===== config.mk =====
export PLATFORM = sky130hd
export DESIGN_NAME = stage_wb_flat
export DESIGN_NICKNAME = d
export VERILOG_FILES = /design/src/rtl/stage_wb_if.sv /design/src/rtl/stage_wb.sv /design/src/flat_wrapper.sv
export SDC_FILE = /design/constraint.sdc
export NUM_CORES = 1
export LEC_CHECK = 0
export BUFFER_PORTS_ARGS = -buffer_cell sky130_fd_sc_hd__clkbuf_2
export CORE_ASPECT_RATIO = 2
export CORE_MARGIN = 3
export CORE_UTILIZATION = 51
export CTS_CLUSTER_DIAMETER = 100
export CTS_CLUSTER_SIZE = 10
export DETAILED_ROUTE_END_ITERATION = 12
export PLACE_DENSITY = 0.95
export SLEW_MARGIN = 20
export SYNTH_ARGS = -nofsm -noshare
export SYNTH_HDL_FRONTEND = slang
export SYNTH_SLANG_ARGS = --single-unit

===== constraint.sdc =====
create_clock -name clk -period 5.25 [get_ports clk]
set_input_delay 1.05 -clock clk [delete_from_list [all_inputs] [get_ports clk]]
set_output_delay 1.05 -clock clk [all_outputs]
set_load 0.005 [all_outputs]

===== src/rtl/stage_wb_if.sv =====
// Write-back stage bus: MEM-stage operands, hazard sources from EX/ID,
// register-file write port and the two pipeline-control requests.
interface stage_wb_if;
   logic        me_regs_write;
   logic        me_mem2reg;
   logic        me_mem_read;
   logic [4:0]  me_rd;
   logic [2:0]  me_func3;
   logic [31:0] me_alu_result;
   logic [31:0] me_mem_rdata;
   logic        ex_mem_read;
   logic [4:0]  ex_rd;
   logic [4:0]  id_rs1;
   logic [4:0]  id_rs2;
   logic        w_regs_en;
   logic [4:0]  w_regs_addr;
   logic [31:0] w_regs_data;
   logic        ctrl_stall;
   logic        pipe_hold;

   modport master (
      output me_regs_write, me_mem2reg, me_mem_read, me_rd, me_func3,
             me_alu_result, me_mem_rdata, ex_mem_read, ex_rd, id_rs1, id_rs2,
      input  w_regs_en, w_regs_addr, w_regs_data, ctrl_stall, pipe_hold
   );

   modport slave (
      input  me_regs_write, me_mem2reg, me_mem_read, me_rd, me_func3,
             me_alu_result, me_mem_rdata, ex_mem_read, ex_rd, id_rs1, id_rs2,
      output w_regs_en, w_regs_addr, w_regs_data, ctrl_stall, pipe_hold
   );
endinterface


===== src/rtl/stage_wb.sv =====
// Write-back stage: MEM/WB register, load extraction, load-use hazard
// detection and the memory wait-state controller.
//
// state  | meaning
// S_IDLE | no multi-cycle load outstanding; a load entering MEM starts a wait
// S_WAIT | load in MEM waiting for read data; cnt = remaining hold cycles
module stage_wb #(
   parameter int unsigned LOAD_LATENCY = 2
) (
   input logic       clk,
   input logic       rst,
   stage_wb_if.slave bus
);

   localparam bit         WAIT_EN  = (LOAD_LATENCY != 0);
   localparam logic [3:0] CNT_INIT = WAIT_EN ? 4'(LOAD_LATENCY - 1) : 4'd0;

   typedef enum logic {
      S_IDLE = 1'b0,
      S_WAIT = 1'b1
   } state_t;

   state_t      state_q;
   logic [3:0]  cnt_q;
   logic        wait_start;
   logic        hold;

   logic [1:0]  off;
   logic [7:0]  ld_byte;
   logic [15:0] ld_half;
   logic [31:0] ld_data;
   logic [31:0] res;

   logic        wb_regs_write;
   logic [4:0]  wb_rd;
   logic [31:0] wb_data;

   assign wait_start = (state_q == S_IDLE) & bus.me_mem_read & WAIT_EN;
   assign hold       = wait_start | ((state_q == S_WAIT) & (cnt_q != 4'd0));

   // Wait-state sequencer: hold the front of the pipe until load data is valid
   always_ff @(posedge clk or negedge rst) begin
      if (!rst) begin
         state_q <= S_IDLE;
         cnt_q   <= 4'd0;
      end else begin
         case (state_q)
            S_IDLE: begin
               if (wait_start) begin
                  state_q <= S_WAIT;
                  cnt_q   <= CNT_INIT;
               end
            end
            S_WAIT: begin
               if (cnt_q != 4'd0) begin
                  cnt_q <= cnt_q - 4'd1;
               end else begin
                  state_q <= S_IDLE;
               end
            end
            default: begin
               state_q <= S_IDLE;
               cnt_q   <= 4'd0;
            end
         endcase
      end
   end

   assign off = bus.me_alu_result[1:0];

   // Byte/halfword lane select and sign/zero extension of the read word
   always_comb begin
      ld_byte = 8'd0;
      case (off)
         2'd0: ld_byte = bus.me_mem_rdata[7:0];
         2'd1: ld_byte = bus.me_mem_rdata[15:8];
         2'd2: ld_byte = bus.me_mem_rdata[23:16];
         2'd3: ld_byte = bus.me_mem_rdata[31:24];
         default: ld_byte = 8'd0;
      endcase
      // off[0] deliberately ignored: misaligned halfwords are not trapped
      ld_half = off[1] ? bus.me_mem_rdata[31:16] : bus.me_mem_rdata[15:0];
      ld_data = bus.me_mem_rdata;
      case (bus.me_func3)
         3'b000:  ld_data = {{24{ld_byte[7]}}, ld_byte};
         3'b100:  ld_data = {24'd0, ld_byte};
         3'b001:  ld_data = {{16{ld_half[15]}}, ld_half};
         3'b101:  ld_data = {16'd0, ld_half};
         default: ld_data = bus.me_mem_rdata;
      endcase
   end

   assign res = bus.me_mem2reg ? ld_data : bus.me_alu_result;

   // MEM/WB register; a hold inserts a bubble but keeps the stale rd/data
   always_ff @(posedge clk or negedge rst) begin
      if (!rst) begin
         wb_regs_write <= 1'b0;
         wb_rd         <= 5'd0;
         wb_data       <= 32'd0;
      end else if (hold) begin
         wb_regs_write <= 1'b0;
      end else begin
         wb_regs_write <= bus.me_regs_write;
         wb_rd         <= bus.me_rd;
         wb_data       <= res;
      end
   end

   assign bus.w_regs_en   = wb_regs_write & (wb_rd != 5'd0);
   assign bus.w_regs_addr = wb_rd;
   assign bus.w_regs_data = wb_data;
   assign bus.pipe_hold   = hold;

   // Load-use bubble is redundant while ID/EX is frozen by the memory wait
   assign bus.ctrl_stall = bus.ex_mem_read & (bus.ex_rd != 5'd0) &
                           ((bus.ex_rd == bus.id_rs1) | (bus.ex_rd == bus.id_rs2)) &
                           ~hold;

endmodule


===== src/flat_wrapper.sv =====
// flat-port wrapper written by rule: the top's interface ports become plain ports
module stage_wb_flat 
#(
   parameter int unsigned LOAD_LATENCY = 2
)
  (clk, rst, bus_me_regs_write, bus_me_mem2reg, bus_me_mem_read, bus_me_rd, bus_me_func3, bus_me_alu_result, bus_me_mem_rdata, bus_ex_mem_read, bus_ex_rd, bus_id_rs1, bus_id_rs2, bus_w_regs_en, bus_w_regs_addr, bus_w_regs_data, bus_ctrl_stall, bus_pipe_hold);
  stage_wb_if bus_i ();
  input logic clk;
  input logic rst;
  input wire logic [$bits(bus_i.me_regs_write)-1:0] bus_me_regs_write;
  input wire logic [$bits(bus_i.me_mem2reg)-1:0] bus_me_mem2reg;
  input wire logic [$bits(bus_i.me_mem_read)-1:0] bus_me_mem_read;
  input wire logic [$bits(bus_i.me_rd)-1:0] bus_me_rd;
  input wire logic [$bits(bus_i.me_func3)-1:0] bus_me_func3;
  input wire logic [$bits(bus_i.me_alu_result)-1:0] bus_me_alu_result;
  input wire logic [$bits(bus_i.me_mem_rdata)-1:0] bus_me_mem_rdata;
  input wire logic [$bits(bus_i.ex_mem_read)-1:0] bus_ex_mem_read;
  input wire logic [$bits(bus_i.ex_rd)-1:0] bus_ex_rd;
  input wire logic [$bits(bus_i.id_rs1)-1:0] bus_id_rs1;
  input wire logic [$bits(bus_i.id_rs2)-1:0] bus_id_rs2;
  output wire logic [$bits(bus_i.w_regs_en)-1:0] bus_w_regs_en;
  output wire logic [$bits(bus_i.w_regs_addr)-1:0] bus_w_regs_addr;
  output wire logic [$bits(bus_i.w_regs_data)-1:0] bus_w_regs_data;
  output wire logic [$bits(bus_i.ctrl_stall)-1:0] bus_ctrl_stall;
  output wire logic [$bits(bus_i.pipe_hold)-1:0] bus_pipe_hold;
  assign bus_i.me_regs_write = bus_me_regs_write;
  assign bus_i.me_mem2reg = bus_me_mem2reg;
  assign bus_i.me_mem_read = bus_me_mem_read;
  assign bus_i.me_rd = bus_me_rd;
  assign bus_i.me_func3 = bus_me_func3;
  assign bus_i.me_alu_result = bus_me_alu_result;
  assign bus_i.me_mem_rdata = bus_me_mem_rdata;
  assign bus_i.ex_mem_read = bus_ex_mem_read;
  assign bus_i.ex_rd = bus_ex_rd;
  assign bus_i.id_rs1 = bus_id_rs1;
  assign bus_i.id_rs2 = bus_id_rs2;
  assign bus_w_regs_en = bus_i.w_regs_en;
  assign bus_w_regs_addr = bus_i.w_regs_addr;
  assign bus_w_regs_data = bus_i.w_regs_data;
  assign bus_ctrl_stall = bus_i.ctrl_stall;
  assign bus_pipe_hold = bus_i.pipe_hold;
  stage_wb #(.LOAD_LATENCY(LOAD_LATENCY)) u_core (.clk(clk), .rst(rst), .bus(bus_i));
endmodule

==> flow_summary.ini <==
[status]
outcome = complete, no violations

[global_routing]
grt_pass1_vias = 2959
antenna_found_initial = 0
met3_usage_pct = 3.509
gr-total-overflow = 0
track_usage_pct = 28.36
grt_use_met2_pct = 47.57
grt_max_degree = 44
grt_pass1_wl_um = 14370
met1_usage_pct = 34.19
top_usage_layer = met2

[sta]
finalSetupViolCount = 0
worst_pin_slew_ns = 0.9958
fin_setup_tns_ns = 0
finalCritPeriodShare_pct = 66.05
maxSlewViolCount = 0
finClkSkew_ns = 0.006648
finalCriticalPeriod_ns = 3.468
hold_violations = 0
rsz0062_at_grt = no
slew_headroom_pct = 33.62
max_clock_freq_ghz = 0.2884

[setup_path]
cp_data_required_time_ns = 4.20
r2r_slack_ns = 2.80
reg2reg_from = u_core.cnt_q[0]
path_class = reg -> out
r2r_end = u_core.bus.w_regs_data[30]
worstSetupStartpointType = register
crit_arrival_ns = 2.42
rr_worst_depth = 7
crit_fanout = 24
cp-end-kind = primary output

[floorplanning]
die_h_um = 110.6
core_mm2 = 0.005231
initial_utilization_pct = 53.34
fp-row-count = 37
dieArea_mm2 = 0.006448
die_w_um = 58.30
ioPinCount = 133

[synth]
ys_seq_area_share_pct = 38.57
postSynth.asyncResetShare_pct = 100.0
synth_cell_type_count = 54
synth.avg_cell_area_um2 = 9.825
ys_seq_elements = 43
synth_edf_count = 0
post_synth_inst_count = 284
syn-num-nets = 378
yosys_warnings = 0
ys.flop_type = dfrtp_1
syn_area_mm2 = 0.002790

[pwr]
switching_share_pct = 38.92
netSwitchingPower_w = 0.0006625
power_frac_comb_pct = 46.1
power_w = 0.001702
internal_power_w = 0.001040
clockPowerShare_pct = 18.2
p_leak_nw = 1.679
p_per_area_mw_per_mm2 = 484.1
seq_power_share_pct = 35.7
ir_worst_vdd_mv = 0.4217

[clock_network]
hold_buffers = 0
cts_tree = built
cts_max_level = 2
clk_pin_slew_ns = 0.09
ctsRootBufferMaster = clkbuf_8
cts_resized = 0
post-cts-setup-buffer-count = 0
insertion_delay_ns = 0.30
cts_buffer_depth = 2
clock-sinks = 43
cts_made_buffers = 5

[routing]
initialDrtViolationCount = 169
drc = 0
wl_per_cell_um = 19.21
drtPass1Iterations = 6
routed_wl_um = 8874
detail-route-antenna-nets = 0
vias_per_cell = 6.323
via_count = 2921

[worst_hold_path]
hold_depth = 2
hold_path.startpoint = u_core.bus.w_regs_addr[4]
hold_end = u_core.bus.w_regs_addr[4]
min_path_type = reg -> reg

[placement]
place.port_buffers = 132
hpwlAfterDp_um = 6548
place_congestion = 0.9096

[final_layout]
layout-drive-gt1-share_pct = 44.06
nets = 497
syn_to_final_growth_pct = 26.01
nFillCells = 432
antenna_cells = 0

[flow_run]
drv_cap = 0
[worst max path at each step]
stage	slack, ns	depth (start not counted)	end	startpoint
floorplan	2.34	5	bus_ctrl_stall	bus_me_mem_read
finish	1.78	8	bus_ctrl_stall	u_core.cnt_q[0]
global placement	1.82	6	bus_ctrl_stall	bus_me_mem_read
CTS	1.78	8	bus_ctrl_stall	u_core.cnt_q[0]
global route	1.61	8	bus_ctrl_stall	u_core.cnt_q[0]
detailed placement	1.79	6	bus_ctrl_stall	bus_me_mem_read
[cell usage after synthesis (6+ instances only)]
cell type / n / area [um^2]
a21oi_1: 13 / 65.06
a221oi_1: 7 / 61.31
a221oi_2: 12 / 180.2
a22o_1: 8 / 70.07
a22oi_1: 9 / 67.56
a311oi_1: 6 / 52.55
buf_2: 6 / 30.03
buf_6: 6 / 67.56
dfrtp_1: 43 / 1076
mux2i_1: 6 / 60.06
nand2_1: 29 / 108.9
nor2_1: 26 / 97.59
nor3_1: 11 / 55.05
o21ai_0: 8 / 40.04
o21ai_1: 13 / 65.06
xor2_1: 6 / 52.55
[power by group through the flow]
stage	logic, W	clock network, W	registers (W)
after floorplan	0.000498	0	0.000603
after global placement	0.000747	0	0.000602
after detailed placement	0.000783	0	0.000611
after CTS	0.000788	0.000311	0.000605
after global routing	0.000879	0.000328	0.000625
final	0.000785	0.000310	0.000607
[placed cells by master (no fill, tap or decap), types with 6 or more instances in the layout]
cell      count
a311oi_1      6
dfrtp_1      43
o21ai_1      13
a22oi_1       9
a21oi_1      13
mux2i_1       6
nor3_1       11
a22o_1        8
a221oi_1      7
o21ai_0       8
nand2_1      29
nor2_1       26
a221oi_2     12
xor2_1        6
clkbuf_2    131
[kinds of logic (layout without fill, tap and decap cells)]
group | count (synthesis) | after routing | share of synthesized area (%)
simple gates | 94 | 94 | 16.99
buf+inv | 27 | 147 | 6.368
flops | 43 | 43 | 38.56
xor+xnor | 11 | 11 | 3.453
mux | 16 | 16 | 6.995
fa+ha+maj | 1 | 1 | 0.4484
compound gates | 92 | 92 | 27.17
[through the flow]
step / hold slack, ns / cell area, um^2 / util (%) / setup slack [ns] / std cells
global placement: 0.4730 / 3383 / 64.67 / 1.820 / 454
CTS: 0.4974 / 3516 / 67.21 / 1.783 / 462
detailed placement: 0.4778 / 3383 / 64.67 / 1.792 / 454
floorplan: 0.4733 / 2790 / - / 2.337 / 284
global route: 0.5353 / 3516 / 67.21 / 1.609 / 462
finish: 0.4949 / 3516 / 67.21 / 1.782 / 462
[layer usage]
metal	routed length, um	vias up
li1	-	1296
met1	3093	1432
met4	418	0
met3	626	33
met2	4736	160
met5	0	-
[area by class of cell]
cell class                      instances  area [um^2]  share of cell area [%]
Timing Repair Buffer                  133        668.1                   19.00
Tap cell                               58        72.57                   2.064
Sequential cell                        43         1076                   30.60
Clock buffer                            6        72.57                   2.064
Inverter                                6        22.52                  0.6406
Clock inverter                          2        60.06                   1.708
Multi-Input combinational cell        214         1544                   43.91
[sequential cells by signal (all words and copies together), names as in the netlist]
| name | count |
|---|---|
| u_core.cnt_q | 4 |
| u_core.bus.w_regs_data | 32 |
| u_core.bus.w_regs_addr | 5 |
| u_core.state_q | 1 |
| u_core.wb_regs_write | 1 |
[critical path, stage by stage, from the launching register on]
cell	delay [ns]
dfrtp_1	0.41
inv_1	0.07
ha_1	0.19
nand3b_1	0.16
o22ai_4	0.48
buf_4	0.40
o211ai_1	0.15
a21oi_1	0.13
clkbuf_2	0.12
(Power assumes the default switching activity.)
